### src/rtl/mips_core_pkg.sv
// Shared types for the MIPS core: hazard FSM states, hazard source encoding
// and register-file constants.
package mips_core_pkg;

    typedef enum logic {
        RUN,
        RECOVER
    } hazard_state_t;

    typedef enum logic [2:0] {
        HZ_NONE,
        HZ_LOAD_USE,
        HZ_IC_MISS,
        HZ_RECOVER,
        HZ_MISPREDICT,
        HZ_DC_MISS
    } hazard_src_t;

    localparam logic [4:0] REG_ZERO = 5'd0;

endpackage

### src/rtl/hazard_perf_counters.sv
// Free-running wrap-around performance counters for the hazard sequencer.
// Compiled only when HAZARD_PERF_CNT_EN is defined.
`ifdef HAZARD_PERF_CNT_EN
module hazard_perf_counters #(
    parameter int unsigned CNT_W = 32
) (
    input  logic             clk,
    input  logic             rst_n,
    input  logic             stall,
    input  logic             bubble,
    input  logic             mispredict,
    output logic [CNT_W-1:0] stall_cycles,
    output logic [CNT_W-1:0] bubbles,
    output logic [CNT_W-1:0] mispredicts
);

    always_ff @(posedge clk) begin
        if (!rst_n) begin
            stall_cycles <= '0;
            bubbles      <= '0;
            mispredicts  <= '0;
        end else begin
            if (stall)      stall_cycles <= stall_cycles + 1'b1;
            if (bubble)     bubbles      <= bubbles + 1'b1;
            if (mispredict) mispredicts  <= mispredicts + 1'b1;
        end
    end

endmodule
`endif

### src/rtl/hazard_sequencer.sv
// Central stall/flush controller for the five-stage pipeline: priority-arbitrated
// hazard sources, post-redirect bubble FSM and D-miss watchdog.
// Optional perf counters are enabled by defining HAZARD_PERF_CNT_EN.
module hazard_sequencer
    import mips_core_pkg::*;
#(
    parameter int unsigned REDIRECT_BUBBLES = 1,
    parameter int unsigned STALL_TIMEOUT    = 1024,
    parameter int unsigned CNT_W            = 32
) (
    input  logic             clk,
    input  logic             rst_n,
    input  logic             ic_miss,
    input  logic             dc_miss,
    input  logic             ex_valid,
    input  logic             ex_mispredict,
    input  logic             ex_is_load,
    input  logic [4:0]       ex_rw_addr,
    input  logic             dec_uses_rs,
    input  logic             dec_uses_rt,
    input  logic [4:0]       dec_rs_addr,
    input  logic [4:0]       dec_rt_addr,
    output logic             pc_stall,
    output logic             pc_redirect,
    output logic             f2d_stall,
    output logic             f2d_flush,
    output logic             d2e_stall,
    output logic             d2e_flush,
    output logic             e2m_stall,
    output logic             e2m_flush,
    output logic             m2w_stall,
    output logic             m2w_flush,
    output logic             hang_err,
    output logic [CNT_W-1:0] perf_stall_cycles,
    output logic [CNT_W-1:0] perf_bubbles,
    output logic [CNT_W-1:0] perf_mispredicts
);

    localparam int unsigned WD_W = $clog2(STALL_TIMEOUT);
    localparam logic [WD_W-1:0] WD_LAST = WD_W'(STALL_TIMEOUT - 1);
    localparam logic [2:0] BUBBLES = 3'(REDIRECT_BUBBLES);

    hazard_state_t   state, state_next;
    hazard_src_t     src;
    logic [2:0]      bcnt, bcnt_next;
    logic [WD_W-1:0] wd_cnt;
    logic            mispredict;
    logic            load_use;

    assign mispredict = ex_valid & ex_mispredict;
    assign load_use   = ex_valid & ex_is_load & (ex_rw_addr != REG_ZERO) &
                        ((dec_uses_rs & (dec_rs_addr == ex_rw_addr)) |
                         (dec_uses_rt & (dec_rt_addr == ex_rw_addr)));

    // Outputs are forced idle while reset is held so the pipeline sees no
    // stray stall/flush from stale inputs.
    always_comb begin
        src = HZ_NONE;
        if (!rst_n)                src = HZ_NONE;
        else if (dc_miss)          src = HZ_DC_MISS;
        else if (mispredict)       src = HZ_MISPREDICT;
        else if (state == RECOVER) src = HZ_RECOVER;
        else if (ic_miss)          src = HZ_IC_MISS;
        else if (load_use)         src = HZ_LOAD_USE;
    end

    always_comb begin
        pc_stall    = 1'b0;
        pc_redirect = 1'b0;
        f2d_stall   = 1'b0;
        f2d_flush   = 1'b0;
        d2e_stall   = 1'b0;
        d2e_flush   = 1'b0;
        e2m_stall   = 1'b0;
        e2m_flush   = 1'b0;
        m2w_stall   = 1'b0;
        m2w_flush   = 1'b0;
        unique case (src)
            HZ_DC_MISS: begin
                pc_stall  = 1'b1;
                f2d_stall = 1'b1;
                d2e_stall = 1'b1;
                e2m_stall = 1'b1;
                m2w_flush = 1'b1;
            end
            HZ_MISPREDICT: begin
                pc_redirect = 1'b1;
                f2d_flush   = 1'b1;
                d2e_flush   = 1'b1;
            end
            HZ_RECOVER: f2d_flush = 1'b1;
            HZ_IC_MISS: begin
                pc_stall  = 1'b1;
                f2d_flush = 1'b1;
            end
            HZ_LOAD_USE: begin
                pc_stall  = 1'b1;
                f2d_stall = 1'b1;
                d2e_flush = 1'b1;
            end
            default: ;
        endcase
    end

    // bcnt is frozen while a D-miss holds the pipeline.
    always_comb begin
        state_next = state;
        bcnt_next  = bcnt;
        unique case (state)
            RUN: begin
                if (src == HZ_MISPREDICT && BUBBLES != 3'd0) begin
                    state_next = RECOVER;
                    bcnt_next  = BUBBLES;
                end
            end
            RECOVER: begin
                if (src == HZ_MISPREDICT) begin
                    bcnt_next = BUBBLES;
                end else if (!dc_miss) begin
                    bcnt_next = bcnt - 3'd1;
                    if (bcnt == 3'd1) state_next = RUN;
                end
            end
            default: state_next = RUN;
        endcase
    end

    always_ff @(posedge clk) begin
        if (!rst_n) begin
            state <= RUN;
            bcnt  <= '0;
        end else begin
            state <= state_next;
            bcnt  <= bcnt_next;
        end
    end

    always_ff @(posedge clk) begin
        if (!rst_n) begin
            wd_cnt   <= '0;
            hang_err <= 1'b0;
        end else begin
            if (!dc_miss)              wd_cnt <= '0;
            else if (wd_cnt != WD_LAST) wd_cnt <= wd_cnt + 1'b1;
            if (dc_miss && wd_cnt == WD_LAST) hang_err <= 1'b1;
        end
    end

`ifdef HAZARD_PERF_CNT_EN
    hazard_perf_counters #(
        .CNT_W(CNT_W)
    ) u_perf (
        .clk          (clk),
        .rst_n        (rst_n),
        .stall        (pc_stall),
        .bubble       (f2d_flush | d2e_flush | e2m_flush | m2w_flush),
        .mispredict   (pc_redirect),
        .stall_cycles (perf_stall_cycles),
        .bubbles      (perf_bubbles),
        .mispredicts  (perf_mispredicts)
    );
`else
    assign perf_stall_cycles = '0;
    assign perf_bubbles      = '0;
    assign perf_mispredicts  = '0;
`endif

endmodule

### config.mk
export PLATFORM = sky130hd
export DESIGN_NAME = hazard_sequencer
export DESIGN_NICKNAME = d
export VERILOG_FILES = /design/src/rtl/mips_core_pkg.sv /design/src/rtl/hazard_perf_counters.sv /design/src/rtl/hazard_sequencer.sv
export SDC_FILE = /design/constraint.sdc
export NUM_CORES = 1
export LEC_CHECK = 0
export ABC_CLOCK_PERIOD_IN_PS = 2300
export CELL_PAD_IN_SITES_DETAIL_PLACEMENT = 1
export CELL_PAD_IN_SITES_GLOBAL_PLACEMENT = 1
export CORE_AREA = 2 2 90 92
export DETAILED_ROUTE_END_ITERATION = 10
export DIE_AREA = 0 0 92 94
export PLACE_DENSITY_LB_ADDON = 0.2
export SETUP_SLACK_MARGIN = 0.4
export SLEW_MARGIN = 25
export SYNTH_ARGS = -nofsm -noshare
export SYNTH_HDL_FRONTEND = slang
export SYNTH_SLANG_ARGS = --single-unit
### constraint.sdc
create_clock -name clk -period 2.3 [get_ports clk]
set_clock_uncertainty 0.15 [all_clocks]
set_input_delay 0.46 -clock clk [delete_from_list [all_inputs] [get_ports clk]]
set_output_delay 0.46 -clock clk [all_outputs]
set_load 0.01 [all_outputs]
Word level (Yosys, flattened, before mapping)
Cells that the tools add are included.
- word-level logic and storage cells: 54
- bits in registers: 15
- input port bits: 24
- reduce and logical (&&, ||, !) cells: 8
- bitwise logic cells: 8
- muxes and demuxes: 20
- $add $sub $neg: 2
- equality and inequality tests: 12
- operators with widths (cell ; count):
    $mux W3 ; 6
    $add A10 B1 Y10 const B ; 1
    $eq A10 B10 Y1 const B ; 1
    $eq A5 B5 Y1 ; 2
    $mux W1 ; 10
    $ne A10 B10 Y1 const B ; 1
    $and A1 B1 Y1 ; 6
    $eq A3 B1 Y1 const B ; 2
    $eq A3 B2 Y1 const B ; 2
    $eq A3 B3 Y1 const B ; 2
    $pmux W3 S2 ; 1
    $reduce_or A3 Y1 ; 2
    $reduce_bool A5 Y1 ; 1
    $mux W2 ; 2
    $reduce_and A2 Y1 ; 2
    $reduce_or A2 Y1 ; 2
    $ne A3 B2 Y1 const B ; 1
    $sub A3 B1 Y3 const B ; 1
    $ne A2 B2 Y1 const B ; 1
    $pmux W1 S2 ; 1
    $logic_and A1 B1 Y1 ; 1
    $not A1 Y1 ; 1
    $or A1 B1 Y1 ; 1

Logic depth before layout (Yosys ltp)
- depth in word-level cells: 13
- gate-level depth with buffers: 6

Worst setup path after synthesis
Ideal clock, no wire load.
- path type: input port to output port
- start point: input ex_rw_addr[1]
- end point: output pc_stall
- data required time: 1.690 ns
- arrival time: 1.525 ns
- cell stages on the path: 5
- setup slack: 0.165 ns
- buffers on the path: 0
- cell sequence: or4_1 > nor2_1 > nor4_1 > a21oi_2 > xor2_1
- word-level cells in the longest chain between the ends: 13
- elaborated cells on any way between the ends: 19
- those cells by class: 5 x eq/ne; 7 x mux; 5 x bitwise; 2 x reduce/logical
- RTL lines (element ; RTL line ; RTL):
    start, declared ; hazard_sequencer.sv:18 ; input logic [4:0] ex_rw_addr,
    $eq A5 B5 Y1, on equally long branches ; hazard_sequencer.sv:52, hazard_sequencer.sv:53 ;
    $and A1 B1 Y1, on equally long branches ; hazard_sequencer.sv:52, hazard_sequencer.sv:53 ;
    $or A1 B1 Y1 ; hazard_sequencer.sv:52 ; ((dec_uses_rs & (dec_rs_addr == ex_rw_addr)) |
    $and A1 B1 Y1 * ; hazard_sequencer.sv:51 ; assign load_use = ex_valid & ex_is_load & (ex_rw_addr != REG_ZERO) &
    $mux W1 * ; hazard_sequencer.sv:64 ; else if (load_use) src = HZ_LOAD_USE;
    $mux W2 * ; hazard_sequencer.sv:63 ; else if (ic_miss) src = HZ_IC_MISS;
    $mux W2 * ; hazard_sequencer.sv:62 ; else if (state == RECOVER) src = HZ_RECOVER;
    $mux W3 * ; hazard_sequencer.sv:61 ; else if (mispredict) src = HZ_MISPREDICT;
    $mux W3 * ; hazard_sequencer.sv:60 ; else if (dc_miss) src = HZ_DC_MISS;
    $mux W3 * ; hazard_sequencer.sv:59 ; if (!rst_n) src = HZ_NONE;
    $eq A3 B3 Y1, or another cell as far along ; hazard_sequencer.sv:78 ; unique case (src)
    $reduce_or A3 Y1 (no line) * ; n/a ;
    $mux W1 * ; hazard_sequencer.sv:78 ;
    end, declared ; hazard_sequencer.sv:23 ; output logic pc_stall,
Every way passes the cells marked *; elsewhere a longest branch is shown, timed or not.

Worst setup path in the final report
- start point: input ex_rw_addr[4]
- end point: output pc_stall
Same word-level chain as after synthesis.

==> impl_summary.txt <==
----------------------------------------------------
[Outcome]
  Outcome ... finished with violations
  Violations in the final reports ... negative setup slack

[STA]
  Final clock period utilization by the worst path ... 1.042
  Worst setup margin ... -95.63 ps
  Number of hold violations in the final report ... 0
  Max Clock Freq ... 417.4 MHz
  Number of endpoints failing setup at the final stage ... 3
  RSZ-0062 raised after global routing ... yes
  Pins Over Slew Limit ... 0
  Final critical-path required period ... 2396 ps

[Routing]
  Per-cell routed wire length ... 9.061 um
  Starting DRT DRC Count ... 13
  Iteration count of the initial detailed-routing pass ... 4
  Total via count in the routed design ... 1269
  Average vias per placed instance ... 3.348
  DRT antenna net count ... 0
  Final routed wirelength across all metal layers ... 3434 um
  Remaining routing DRC violations ... 0

[Synth]
  Number of enable-type register cells in the synthesized netlist ... 0
  Sequential element share of the synthesized area ... 0.1820
  Post-synthesis register bit count ... 15
  Fraction of synthesis flops using an asynchronous set or reset pin ... 0
  Predominant post-synthesis flop cell ... sky130_fd_sc_hd__dfxtp_1
  Number of distinct library cells after synthesis ... 31
  Post-Synthesis Cell Area ... 0.001650 mm2
  Mean post-synth cell area ... 7.640 um2
  Number of warning messages in the yosys log ... 0
  Count of mapped cells out of synthesis ... 216

[GRT]
  Largest net degree at the start of global routing ... 10
  Initial antenna violation count ... 0
  Gr ovfl total ... 0
  Overall routing resource usage ... 0.07363
  First-pass GRT wire length ... 5133 um
  Via count of the first global-routing pass ... 1087

[Worst setup path]
  Maximum net fanout on the critical path ... 2
  Arrival time at the worst endpoint ... 1790 ps
  Worst EP required ... 1690 ps
  Reg-to-reg slack, setup ... 620 ps
  Worst Setup Start Kind ... input port
  Element type at the critical path end ... output pin
  Classification of the worst setup path ... in -> out

[Floorplanning]
  Starting density of the core ... 0.2169
  Row count ... 32
  I/O pins ... 131
  Placeable core region ... 0.007607 mm2
  Die area ... 0.008648 mm2
  Width of the die ... 92 um
  Die Ht ... 94 um

[Final layout]
  Total inserted antenna cells ... 0
  Share of layout cells above drive strength 1 ... 0.2744
  Share of the core filled with cells ... 0.2691
  Sequential Area ... 300.3 um2
  Post-route cell area ... 0.002047 mm2
  Fillcell total ... 984
  Net total in the final layout ... 305
  Layout overhead on the synthesized area ... 24.03%
  Total area of multi-input combinational cells ... 0.001056 mm2

[Clock network]
  Insertion delay to the later sink of the worst-skew pair ... 250 ps
  Clock-pin transition on the worst setup and hold timing paths ... 70 ps
  CTS max path bufs ... 2
  Number of levels in the clock H-tree ... 1
  Root cell of the clock tree ... sky130_fd_sc_hd__clkbuf_8
  Num CTS Buffers ... 3
  Num Clock Sinks ... 15
  Clock tree from TritonCTS ... yes

[Job]
  Max-cap violations ... 0

[Power and ir drop]
  Leak pwr ... 1.002 nW
  Highest ir drop seen on vdd ... 0.1375 mV
  P per Cell Area ... 359.2 mW/mm2

[Placed design]
  Area post-placement ... 0.001836 mm2
  Number of buffers inserted by port buffering ... 32
  Estimated wirelength of the detail-placed design ... 2787 um
  Placer congestion estimate ... 0.7489

[Worst hold path]
  Class of the worst hold path ... reg -> reg

----------------------------------------------------
## metal layers
metal,GRT usage,up-vias,routed length [um]
li1,-,625,-
met1,0.08512,583,1337
met2,0.1379,59,1837
met3,0.02247,2,251
met4,0.007463,0,8
met5,0,-,0
## cell type report
| cell class | count | share of cell area |
|---|---|---|
| clock buffers | 3 | 0.02017 |
| multi-input cells | 191 | 0.5159 |
| well taps | 102 | 0.06235 |
| flip-flops and latches | 15 | 0.1467 |
| clock inverters | 1 | 0.002445 |
| inverters | 4 | 0.009169 |
| repair buffers | 63 | 0.2433 |
## logic make-up (layout without fill, tap and decap cells)
logic type / count (synthesis) / after routing / synth area share
buffers and inverters: 107 / 71 / 0.4708
DFF: 15 / 15 / 0.1820
adders and majority gates: 3 / 3 / 0.02275
AOI/OAI and AO/OA: 23 / 23 / 0.09022
other: 1 / 98 / 0.002272
xor gates and xnor gates: 15 / 15 / 0.07961
and+or+nand+nor: 52 / 52 / 0.1524
## cell usage after synthesis (3+ instances only)
| cell | instances | share of area |
|---|---|---|
| sky130_fd_sc_hd__xnor2_1 | 14 | 0.074 |
| sky130_fd_sc_hd__a21oi_1 | 7 | 0.021 |
| sky130_fd_sc_hd__o21a_1 | 3 | 0.014 |
| sky130_fd_sc_hd__nand3_1 | 7 | 0.021 |
| sky130_fd_sc_hd__inv_1 | 4 | 0.0091 |
| sky130_fd_sc_hd__buf_4 | 100 | 0.45 |
| sky130_fd_sc_hd__nor3_1 | 3 | 0.0091 |
| sky130_fd_sc_hd__nor2_1 | 13 | 0.030 |
| sky130_fd_sc_hd__clkbuf_1 | 3 | 0.0068 |
| sky130_fd_sc_hd__o21ai_0 | 4 | 0.012 |
| sky130_fd_sc_hd__dfxtp_1 | 15 | 0.18 |
| sky130_fd_sc_hd__ha_1 | 3 | 0.023 |
| sky130_fd_sc_hd__nand2_1 | 13 | 0.030 |
| sky130_fd_sc_hd__nand4_1 | 3 | 0.011 |
| sky130_fd_sc_hd__and2_1 | 4 | 0.015 |
## placed cells by master (no fill, tap or decap), drive strengths merged
master / n
nor3: 3
dlygate4sd2: 11
nor2: 13
a21oi: 8
clkinvlp: 1
inv: 3
clkdlybuf4s50: 3
a32oi: 1
nand2b: 1
nand3: 7
nor2b: 1
o21a: 3
nand3b: 1
nand2: 13
nor3b: 1
nand4: 3
o21ai: 4
o211a: 2
dfxtp: 15
or3: 1
clkinv: 1
nor4: 2
clkbuf: 5
and2: 4
xnor2: 14
o31a: 1
or4: 1
a31oi: 2
xor2: 1
ha: 3
o22ai: 2
buf: 47
conb: 98
or2: 1
## power by group
part           leakage, nW  internal, mW  total (mW)  switching (mW)
Sequential           0.121         0.265       0.269         0.00422
Clock               0.0255         0.120       0.220           0.100
Combinational        0.855        0.0993       0.246           0.147
Total                 1.00         0.484       0.735           0.251
## per-stage QoR
step	worst slack (ps)	hold slack (ps)	std cells	TNS, ps	total power [mW]
final	-95.63	345.1	379	-149.8	0.7353
after global routing	-148.9	373.0	379	-320.1	0.7886
after CTS	-133.5	350.4	376	-264.3	0.7392
after detailed placement	-849.5	337.1	361	-4406	0.4935
after global placement	-862.2	329.1	361	-4425	0.4936
after floorplan	196.7	311.4	313	0	0.5271
## registers in the layout, indices dropped and copies added, names as in the netlist
name and cells:
bcnt 3, state 1, wd_cnt 10, hang_err 1
## worst max-delay path, cell delays in order
cell	delay, ps
sky130_fd_sc_hd__buf_6	90
sky130_fd_sc_hd__or4_4	540
sky130_fd_sc_hd__nor2_4	110
sky130_fd_sc_hd__nor4_4	60
sky130_fd_sc_hd__a21oi_2	130
sky130_fd_sc_hd__buf_4	140
sky130_fd_sc_hd__xor2_2	100
sky130_fd_sc_hd__buf_2	150
## path summary, 6_finish.rpt
kind            startpoint        end  cells past startpoint
min reg2reg      wd_cnt[1]  wd_cnt[1]                      2
max          ex_rw_addr[4]   pc_stall                      8
min              wd_cnt[1]  wd_cnt[1]                      2
max reg2reg      wd_cnt[0]  wd_cnt[0]                      5
## repair_timing
| action | in CTS | in global routing |
|---|---|---|
| pin swaps | 25 | 13 |
| endpoints found under the setup margin | 8 | 8 |
| gates cloned | 0 | 0 |
| resized for setup | 107 | 12 |
| buffers inserted | 11 | 3 |
| hold buffers | 0 | 0 |
Power figures use the tool's default switching activity.
